[src/rtl/cdc_arb_pkg.sv]
// Shared definitions for the usb_cdc IN-stream arbiter: state encoding,
// tag nibble, output-slot payload and width helpers.
package cdc_arb_pkg;

   localparam logic [1:0] ST_IDLE   = 2'd0;
   localparam logic [1:0] ST_HEADER = 2'd1;
   localparam logic [1:0] ST_BURST  = 2'd2;

   localparam logic [3:0] TAG_NIBBLE = 4'hA;

   // One byte slot towards usb_cdc.
   typedef struct packed {
      logic       valid;
      logic [7:0] data;
   } out_slot_t;

   // Burst counter must hold 0..max_burst inclusive.
   function automatic int unsigned cnt_width(input int unsigned max_burst);
      return 32'($clog2(max_burst + 1));
   endfunction

   function automatic int unsigned idx_width(input int unsigned n_req);
      return (n_req < 2) ? 32'd1 : 32'($clog2(n_req));
   endfunction

endpackage

[src/rtl/cdc_in_arbiter_rr_pick.sv]
// Round-robin search: first set request bit strictly after 'last',
// wrapping modulo N_REQ.
module rr_pick
   import cdc_arb_pkg::*;
#(
   parameter int unsigned N_REQ = 4,
   parameter int unsigned IDX_W = idx_width(N_REQ)
) (
   input  logic [N_REQ-1:0] req_i,
   input  logic [IDX_W-1:0] last_i,
   output logic [IDX_W-1:0] idx_o,
   output logic             found_o
);

   always_comb begin
      logic [IDX_W-1:0] cand;
      int unsigned      pos;
      idx_o   = '0;
      found_o = 1'b0;
      cand    = '0;
      pos     = 0;
      for (int unsigned i = 1; i <= N_REQ; i++) begin
         pos  = (32'(last_i) + i) % N_REQ;
         cand = IDX_W'(pos);
         if (!found_o && req_i[cand]) begin
            idx_o   = cand;
            found_o = 1'b1;
         end
      end
   end

endmodule

[src/rtl/cdc_in_arbiter.sv]
// Round-robin arbiter sharing the usb_cdc IN byte stream between N_REQ
// producers, with burst locking and an optional channel tag byte.
module cdc_in_arbiter
   import cdc_arb_pkg::*;
#(
   parameter int unsigned N_REQ     = 4,
   parameter int unsigned MAX_BURST = 8,
   parameter bit          TAG_EN    = 1'b0
) (
   input  logic               clk_i,
   input  logic               rstn_i,
   input  logic [8*N_REQ-1:0] req_data_i,
   input  logic [N_REQ-1:0]   req_valid_i,
   output logic [N_REQ-1:0]   req_ready_o,
   output logic [7:0]         in_data_o,
   output logic               in_valid_o,
   input  logic               in_ready_i,
   output logic [N_REQ-1:0]   grant_o,
   output logic               busy_o
);

   localparam int unsigned      IDX_W   = idx_width(N_REQ);
   localparam int unsigned      CNT_W   = cnt_width(MAX_BURST);
   localparam logic [CNT_W-1:0] CNT_MAX = CNT_W'(MAX_BURST);

   logic [1:0]       state_q, state_d;
   logic [N_REQ-1:0] grant_q, grant_d;
   logic [IDX_W-1:0] last_q,  last_d;
   logic [CNT_W-1:0] cnt_q,   cnt_d;
   out_slot_t        out_q,   out_d;
   logic             busy_q,  busy_d;

   logic             slot_free;
   logic             cur_valid;
   logic [7:0]       cur_data;
   logic [CNT_W-1:0] cnt_inc;
   logic [IDX_W-1:0] pick_idx;
   logic             pick_found;

   rr_pick #(
      .N_REQ (N_REQ),
      .IDX_W (IDX_W)
   ) u_pick (
      .req_i   (req_valid_i),
      .last_i  (last_q),
      .idx_o   (pick_idx),
      .found_o (pick_found)
   );

   // last_q doubles as the index of the current grant holder.
   always_comb begin
      cur_data = 8'h00;
      for (int unsigned k = 0; k < N_REQ; k++) begin
         if (last_q == IDX_W'(k)) cur_data = req_data_i[8*k +: 8];
      end
   end

   assign slot_free = ~out_q.valid | in_ready_i;
   assign cur_valid = req_valid_i[last_q];
   assign cnt_inc   = cnt_q + CNT_W'(1);

   always_comb begin
      req_ready_o = '0;
      if (state_q == ST_BURST && slot_free) req_ready_o = grant_q & req_valid_i;
   end

   // Next-state, grant and output-slot logic.
   always_comb begin
      state_d = state_q;
      grant_d = grant_q;
      last_d  = last_q;
      cnt_d   = cnt_q;
      out_d   = out_q;
      if (slot_free) out_d.valid = 1'b0;

      case (state_q)
         ST_IDLE: begin
            if (pick_found) begin
               grant_d           = '0;
               grant_d[pick_idx] = 1'b1;
               last_d            = pick_idx;
               cnt_d             = '0;
               state_d           = TAG_EN ? ST_HEADER : ST_BURST;
            end
         end
         ST_HEADER: begin
            if (slot_free) begin
               out_d.valid = 1'b1;
               out_d.data  = {TAG_NIBBLE, 4'(last_q)};
               state_d     = ST_BURST;
            end
         end
         ST_BURST: begin
            if (slot_free) begin
               if (cur_valid) begin
                  out_d.valid = 1'b1;
                  out_d.data  = cur_data;
                  cnt_d       = cnt_inc;
                  if (cnt_inc == CNT_MAX) begin
                     state_d = ST_IDLE;
                     grant_d = '0;
                  end
               end else begin
                  state_d = ST_IDLE;
                  grant_d = '0;
               end
            end
         end
         default: begin
            state_d = ST_IDLE;
            grant_d = '0;
         end
      endcase

      busy_d = (state_d != ST_IDLE);
   end

   always_ff @(posedge clk_i or negedge rstn_i) begin
      if (!rstn_i) begin
         state_q <= ST_IDLE;
         grant_q <= '0;
         last_q  <= IDX_W'(N_REQ - 1);
         cnt_q   <= '0;
         out_q   <= '0;
         busy_q  <= 1'b0;
      end else begin
         state_q <= state_d;
         grant_q <= grant_d;
         last_q  <= last_d;
         cnt_q   <= cnt_d;
         out_q   <= out_d;
         busy_q  <= busy_d;
      end
   end

   assign in_valid_o = out_q.valid;
   assign in_data_o  = out_q.data;
   assign grant_o    = grant_q;
   assign busy_o     = busy_q;

endmodule

[config.mk]
export PLATFORM = sky130hd
export DESIGN_NAME = cdc_in_arbiter
export DESIGN_NICKNAME = d
export VERILOG_FILES = /design/src/rtl/cdc_arb_pkg.sv /design/src/rtl/cdc_in_arbiter_rr_pick.sv /design/src/rtl/cdc_in_arbiter.sv
export SDC_FILE = /design/constraint.sdc
export NUM_CORES = 1
export LEC_CHECK = 0
export ABC_AREA = 0
export BUFFER_PORTS_ARGS = -buffer_cell sky130_fd_sc_hd__buf_2
export CORE_MARGIN = 8
export CORE_UTILIZATION = 46
export DETAILED_ROUTE_END_ITERATION = 7
export PLACE_DENSITY = 0.77
export SYNTH_ARGS = -nofsm -noshare
export SYNTH_HDL_FRONTEND = slang
export SYNTH_SLANG_ARGS = --single-unit
export TNS_END_PERCENT = 30
[constraint.sdc]
create_clock -name clk_i -period 2.6 [get_ports clk_i]
set_input_delay 0 -clock clk_i [delete_from_list [all_inputs] [get_ports clk_i]]
set_output_delay 0 -clock clk_i [all_outputs]
set_load 0.05 [all_outputs]
; ---- Yosys cells after proc, flatten, opt, wreduce, memory -nomap -nowiden
; Index checks and enable logic that the tools add are counted.
[totals]
ff_bits = 22
inputBits = 39
elab_cells = 96
[op_classes]
n_addsub = 5
n_lt_le_gt_ge = 7
eq_ne = 11
n_mux = 45
n_bitwise = 4
n_reduce_logical = 17
[op_table]
columns = op, n
row1 = 4-bit 2-to-1 mux, 8
row2 = 8-bit 2-to-1 mux, 4
row3 = 9-bit 2-to-1 mux, 3
row4 = 2-bit by 3-bit < comparator with 1-bit output (second input constant), 6
row5 = 2-bit 2-to-1 mux, 9
row6 = 9-bit case mux with 2 select lines, 1
row7 = 4-bit case mux with 3 select lines, 1
row8 = 4-bit AND reduction, 3
row9 = 1-bit 2-to-1 mux, 11
row10 = 1-bit binary-select mux with 2-bit select, 5
row11 = 2-bit inequality test (second input constant), 4
row12 = 4-bit case mux with 2 select lines, 1
row13 = 2-bit equality test (second input constant), 3
row14 = 2-bit case mux with 3 select lines, 1
row15 = 2-bit nonzero test, 3
row16 = 1-bit logical AND, 5
row17 = 2-bit by 1-bit adder with 2-bit output (second input constant), 2
row18 = 2-bit adder (second input constant), 2
row19 = 4-bit by 1-bit adder with 4-bit output (second input constant), 1
row20 = 4-bit AND, 1
row21 = 2-bit by 1-bit equality test with 1-bit output (second input constant), 2
row22 = 4-bit equality test (second input constant), 1
row23 = 2-bit zero test, 2
row24 = 1-bit zero test, 3
row25 = 6 further kinds, 7

; ---- Depth between registers and ports, before layout
; Gate-level depths: netlist of run 1.
[logic_depth]
word_depth = 19
mapped_depth = 10
depth_no_buf = 7

; ---- Cells and area by module
; From an unflattened synthesis of run 1, not the netlist that was laid out.
[unflattened]
hier_cells = 143
area_unflattened_um2 = 1491.4
[by_module_without_submodules]
columns = module, n_inst, cells_per_inst, area_each_um2, seq_area_each_um2
row1 = cdc_in_arbiter, 1, 129, 1400.1, 553.0
row2 = rr_pick, 1, 14, 91.3, 0.0

; ---- Least setup slack after synthesis of run 1
; Ideal clock, no wire load.
[synth_timing]
path_type = register to register
startpoint = register last_q[0]
endpoint = register grant_q[3] (netlist: grant_o[3])
arrival_time_ns = 2.774
setup_slack_ns = -0.274
path_stages_with_launch = 11
n_path_buf = 3
synth_period_minus_slack_ns = 2.874
path_cell_list = dfstp_2 buf_6 clkbuf_1 inv_1 ha_1 clkbuf_1 mux2_2 mux2i_1 nor4bb_1 a211oi_1 o32ai_1
[synth_between]
elab_chain_len = 19
elab_cells_between_ends = 40
classes_between = add/sub: 4 / order compare: 2 / eq/ne: 2 / mux: 24 / reduce/logical: 8
[synth_rtl]
columns = element, line
row1 = "start, declared", cdc_in_arbiter.sv:28  ; logic [IDX_W-1:0] last_q, last_d;
row2 = "start signal, assigned", cdc_in_arbiter.sv:122  ; last_q <= IDX_W'(N_REQ - 1);
row3 = "start signal, assigned", cdc_in_arbiter.sv:129  ; last_q <= last_d;
row4 = 2-bit by 1-bit adder with 2-bit output, cdc_in_arbiter_rr_pick.sv:23  ; pos = (32'(last_i) + i) % N_REQ;
row5 = 1-bit binary-select mux with 2-bit select, cdc_in_arbiter_rr_pick.sv:25  ; if (!found_o && req_i[cand]) begin
row6 = 1-bit 2-to-1 mux (implied by the code), cdc_in_arbiter_rr_pick.sv:25
row7 = 1-bit 2-to-1 mux, cdc_in_arbiter_rr_pick.sv:25
row8 = 1-bit zero test, cdc_in_arbiter_rr_pick.sv:25
row9 = 1-bit logical AND, cdc_in_arbiter_rr_pick.sv:25
row10 = 1-bit 2-to-1 mux, cdc_in_arbiter_rr_pick.sv:25
row11 = 1-bit zero test, cdc_in_arbiter_rr_pick.sv:25
row12 = (+3 left out), -
row13 = 1-bit logical AND, cdc_in_arbiter_rr_pick.sv:25
row14 = 2-bit 2-to-1 mux, cdc_in_arbiter_rr_pick.sv:25
row15 = 2-bit by 3-bit < comparator with 1-bit output (implied by the code) / 2-bit by 1-bit >= comparator with 1-bit output (equally long branches), cdc_in_arbiter.sv:80  ; grant_d[pick_idx] = 1'b1;
row16 = 1-bit logical AND (implied by the code), cdc_in_arbiter.sv:80
row17 = 1-bit 2-to-1 mux (implied by the code), cdc_in_arbiter.sv:80
row18 = 1-bit demux with 2-bit select, cdc_in_arbiter.sv:80
row19 = 4-bit 2-to-1 mux, cdc_in_arbiter.sv:78  ; if (pick_found) begin
row20 = 4-bit case mux with 3 select lines, cdc_in_arbiter.sv:76  ; case (state_q)
row21 = "end signal, assigned", cdc_in_arbiter.sv:128  ; grant_q <= grant_d;
row22 = "end, declared", cdc_in_arbiter.sv:27  ; logic [N_REQ-1:0] grant_q, grant_d;
; Parallel ways exist; a longest one is shown, timed or not. The select of a mux whose other input is x is not followed.
; A chain may end at the register's enable or synchronous reset.

; ---- Worst setup path after layout of run 1
[layout_timing]
startpoint = register last_q[0]
endpoint = register grant_q[1] (netlist: grant_o[1])
; Same word-level chain as after synthesis.

==> results_dict.tcl, run 1 <==
set metrics [dict create \
    synth_top_cells_by_count "dfrtp_1, nand2_1, inv_1, o21ai_0, nor2b_1" \
    syn_area_um2 1690 \
    synth_top_area_share_pct 29.6 \
    die_y_um 76.7 \
    drv_slew 0 \
    yosysWarnings 0 \
    p_leak_nw 1.02 \
    timing.critical_path.arrival_ps 2600 \
    ys_ff_latch 22 \
    slowest_stage "mux4_2" \
    cts_buffer_depth 2 \
    clock-skew-final_ps 3.27 \
    io_pins 57 \
    irDropWorstVdd_mv 0.625 \
    drc_errors 0 \
    clock_sinks 22 \
    coreArea_um2 3610 \
    grt_pass1_wl_um 7310 \
    status "finished clean" \
    synth-edff-count 0 \
    startpoint_type "flop" \
    netlist_instances 190 \
    holdCritStartpoint "req_data_i[28]" \
    grt_max_degree 23 \
    n_antenna_cell 0 \
    avgSynthCellArea_um2 8.91 \
    reg2reg_depth 6 \
    cp_max_fo 17 \
    timing.reg2reg.setup_slack_ps 120 \
    grt_pass1_vias 1561 \
    setup_violations 0 \
    hold_depth 3 \
    switching_share_pct 49.8 \
    cts_tree "done" \
    hold_slack_ps 38.2 \
    via_per_inst 5.71 \
    drive_gt1_share_pct 30.9 \
    synth_nets 238 \
    period_share_pct 95.5 \
    overflow 0 \
    synthToLayoutAreaGrowth_pct 23.7 \
    min_period_ps 2480 \
    hold_end "in_data_o[4]" \
    nets 292 \
    first_pass_iters 4 \
    cts.reportedPaths.clkPinSlew_ps 80 \
    start_util_pct 46.9 \
    final_util_pct 58.1 \
    dieWidth_um 76.7 \
    ys_seq_area_share_pct 32.7 \
    synth_cell_type_count 44 \
    relSlewSlack_pct 61.9 \
    totalWireLength_um 4590 \
    p_sw_w 0.00136 \
    drt_iter0_markers 46 \
    p_clk_share_pct 11.8 \
    route.antenna.remaining_nets 0 \
    cp-startpoint "last_q[0]" \
    synth_top_flop_cell "dfrtp_1" \
    via_count 1662 \
    gp_congestion 0.786 \
    synth_largest_area_cell "dfrtp_1" \
    async_flop_share_pct 100 \
    row_count 22 \
    tightest_slew_ps 568 \
    cts_buffers 3 \
    reg2reg_to "grant_o[1]" \
    antenna_found_initial 0 \
    ys_top_cells_by_area "dfrtp_1, ha_1, a221oi_1" \
    p_int_w 0.00137 \
    power_frac_seq_pct 20.5 \
    cp.required_ps 2720 \
    numPortBuffers 56 \
    fin_ws_ps 118 \
    hpwl_um 3570 \
    min_path_type "primary input to flop" \
    max_freq_ghz 0.403 \
    cp-end-kind "flop" \
    ctsRootBufferMaster "clkbuf_8" \
    powerDensity_nw_per_um2 1300 \
    cap_violations 0 \
    clock_latency_ps 270 \
    grt_usage_pct 14.5 \
    htreeDepth 1 \
    routedWlPerCell_um 15.8 \
    timing.rr.start "last_q[0]" \
    p_comb_share_pct 67.7 \
    fp.dieArea_um2 5880 \
    finalHoldViolCount 0 \
    slowest_delay_ps 590 \
    dp_slack_ps 163 \
    crit_type "flop to flop" \
    crit_chain "buf_4 -> mux4_2 -> inv_1 -> o21ai_1 -> a211oi_1 -> o32ai_1" \
]
[sequential cells by signal, summed over array words and instances (netlist names)]
name	flops
in_data_o	8
cnt_q	4
grant_o	4
last_q	2
state_q	2
busy_o	1
in_valid_o	1
[cells in the final DEF, fill, tap and decap left out, types with 3 or more instances in the layout]
cell	synthesis	layout
and3_1	6	6
mux2_2	3	3
mux2i_1	6	6
nand3_1	3	3
o31ai_1	3	3
a221oi_1	9	9
a211oi_1	3	3
a31oi_1	3	3
o32ai_1	5	5
inv_1	12	12
dfrtp_1	20	20
o21ai_0	12	12
clkbuf_8	0	3
a22oi_1	3	3
mux4_2	3	3
nand2_1	20	20
nor3_1	6	6
nor2_1	5	5
nor2b_1	10	10
a21oi_1	9	9
buf_2	1	56
ha_1	9	9
buf_4	0	3
nand2b_1	4	4
[kinds of logic (layout without fill, tap and decap cells)]
group / Yosys count / in the layout / share of synthesized area, %
buf+inv: 23 / 76 / 6.06
mux: 12 / 12 / 9.53
flops: 22 / 22 / 32.7
fa+ha+maj: 9 / 9 / 6.65
simple gates: 64 / 64 / 19.8
compound gates: 60 / 60 / 25.3
[what timing repair did]
action / CTS / global route
buffers inserted: 0 / 0
endpoints found under the hold margin: 20 / 0
hold buffers: 1 / 0
resized for setup: 0 / 1
endpoints found under the setup margin: 0 / 1
[power by group through the flow]
| stage | clock network [W] | logic [W] | registers (W) |
|---|---|---|---|
| after CTS | 0.000326 | 0.00183 | 0.000561 |
| after global placement | 0 | 0.00178 | 0.000565 |
| final | 0.000321 | 0.00185 | 0.000560 |
| after floorplan | 0 | 0.00116 | 0.000853 |
| after detailed placement | 0 | 0.00182 | 0.000567 |
| after global routing | 0.000341 | 0.00201 | 0.000577 |
[routing by layer]
layer / vias up / global-route usage, % / wire length, um
met2: 63 / 21.8 / 2030
met4: 0 / 3.08 / 27
met3: 3 / 4.90 / 343
met5: - / 0 / 0
li1: 811 / - / -
met1: 785 / 19.6 / 2180
[worst max-delay path by stage]
stage | end | slack [ps] | cells after the start
finish | grant_o[1] | 120 | 6
floorplan | grant_o[3] | 20 | 10
global placement | grant_o[0] | 270 | 6
global route | grant_o[3] | -10 | 7
detailed placement | grant_o[2] | 160 | 7
CTS | grant_o[3] | 140 | 7
[final cells by class]
cell class	instances	area, um2
clock inverters	1	30.0
inverters	12	45.0
fillers	351	1510
repair buffers	60	313
flip-flops and latches	22	553
well taps	48	60.1
multi-input cells	145	1050
clock buffers	3	41.3
[through the flow]
stage                     setup TNS, ps  area, um2  total power [W]  std cells
after floorplan                       0       1700          0.00201        190
after global placement                0       2000          0.00235        286
after detailed placement              0       2000          0.00239        286
after CTS                             0       2090          0.00272        291
after global routing              -19.0       2090          0.00293        291
final                                 0       2090          0.00273        291
[worst max-delay path, delay by kind of cell, from the launching register on]
kind,cells,cell delay [ps]
buffers and inverters,2,340
AO/OA/AOI/OAI,3,870
flip-flops,1,530
multiplexers,1,590
(Power assumes the default switching activity.)
==> run 2, diff against run 1 <==
- PLACE_DENSITY: 0.77 -> 0.8
==> results_dict.tcl, run 2 (synthesis results as in run 1) <==
set metrics [dict create \
    die_y_um 76.7 \
    p_clk_share_pct 11.9 \
    timing.critical_path.arrival_ps 2600 \
    cp.required_ps 2770 \
    relSlewSlack_pct 67.7 \
    grt_max_degree 23 \
    period_share_pct 93.6 \
    instances_no_fill 291 \
    p_comb_share_pct 67.2 \
    max_freq_ghz 0.411 \
    place_inst 286 \
    cts_buffers 3 \
    grt_pass1_vias 1663 \
    gp_congestion 0.863 \
    drt_iter0_markers 61 \
    final_cell_mix "buf_2, nand2_1, dfrtp_1" \
    totalWireLength_um 4650 \
    start_util_pct 46.9 \
    clock-skew-final_ps 7.40 \
    grt_usage_pct 15.1 \
    route.antenna.remaining_nets 0 \
    grt_pass1_wl_um 7620 \
    htreeDepth 1 \
    fp.dieArea_um2 5880 \
    dieWidth_um 76.7 \
    clock_latency_ps 270 \
    drive_gt1_share_pct 30.9 \
    clock_sinks 22 \
    cap_violations 0 \
    largest_reg_flops 8 \
    p_leak_nw 1.01 \
    hpwl_um 3680 \
    placed_cell_area_um2 2000 \
    crit_chain "inv_1 -> ha_1 -> mux2_2 -> mux2i_1 -> nor4bb_2 -> a211oi_1 -> o32ai_1" \
    antenna_found_initial 0 \
    min_period_ps 2430 \
    setup_tns_ps 0 \
    fin_area_um2 2090 \
    crit_family "multiplexers" \
    status "finished clean" \
    slowest_stage "dfstp_2" \
    n_antenna_cell 0 \
    power_w 0.00271 \
    p_int_w 0.00136 \
    p_sw_w 0.00136 \
    cts.reportedPaths.clkPinSlew_ps 90 \
    slowest_delay_ps 530 \
    min_path_type "primary input to flop" \
    routedWlPerCell_um 16.0 \
    row_count 22 \
    crit_buf_inv 1 \
    drv_slew 0 \
    overflow 0 \
    setup_violations 0 \
    irDropWorstVdd_mv 0.581 \
    tightest_slew_ps 481 \
    nets 292 \
    rsz0062_at_grt "no" \
    io_pins 57 \
    numPortBuffers 56 \
    first_pass_iters 4 \
    ctsRootBufferMaster "clkbuf_8" \
    powerDensity_nw_per_um2 1300 \
    finalHoldViolCount 0 \
    cts_tree "done" \
    via_count 1673 \
    coreArea_um2 3610 \
    drc_errors 0 \
    postCtsSetupBuffers 0 \
    cp_max_fo 7 \
    via_per_inst 5.75 \
    startpoint_type "flop" \
    power_frac_seq_pct 20.8 \
    final_common_cell "buf_2" \
    cp-end-kind "flop" \
    synthToLayoutAreaGrowth_pct 23.2 \
    cts_buffer_depth 2 \
    crit_type "flop to flop" \
    switching_share_pct 50.0 \
]
run 2: timing repair:
action | CTS | global route
hold endpoints to repair | 20 | 0
resized for setup | 0 | 0
hold buffers | 1 | 0
run 2: worst reg2reg max path, stage by stage (launching register included):
cell and delay, ps:
dfstp_2 530, inv_1 70, ha_1 410, mux2_2 370, mux2i_1 170, nor4bb_2 350, a211oi_1 130, o32ai_1 290
run 2: worst paths after layout:
kind                                 from      endpoint  slack, ps  cells past startpoint
setup / recovery                last_q[1]    grant_o[3]        170                      7
hold / removal             req_data_i[26]  in_data_o[2]         40                      3
setup reg to reg                last_q[1]    grant_o[3]        170                      7
hold reg to reg              in_data_o[3]  in_data_o[3]        500                      2
max in group asynchronous          rstn_i     last_q[1]       2030                      2
min in group asynchronous          rstn_i      cnt_q[1]        220                      2
run 2: cell type report:
cell class              instances  area (um2)
clock inverters                 1        30.0
multi-input cells             145        1040
repair buffers                 60         313
clock buffers                   3        41.3
flip-flops and latches         22         553
well taps                      48        60.1
fillers                       334        1520
inverters                      12        45.0
run 2: through the flow:
stage	worst slack [ps]	utilization, %	hold slack, ps
after floorplan	19.1	-	-296
after global placement	259	55.6	-13.6
after detailed placement	161	55.6	-8.39
after CTS	172	57.8	39.5
after global routing	31.0	57.8	49.5
final	168	57.8	35.1
run 2: per-layer routing:
layer	share of wire, %	GRT usage (%)	vias to the layer above
met5	0	0	-
met4	0.37	1.73	0
met3	8.1	5.36	2
met2	47	25.5	64
met1	45	18.3	796
li1	-	-	811
run 2: power groups by stage:
stage          Clock [W]  Combinational (W)  Sequential [W]
2_1_floorplan          0            0.00116        0.000853
3_3_place_gp           0            0.00177        0.000567
3_5_place_dp           0            0.00182        0.000572
4_1_cts         0.000330            0.00183        0.000566
5_1_grt         0.000346            0.00198        0.000580
6_report        0.000323            0.00183        0.000566
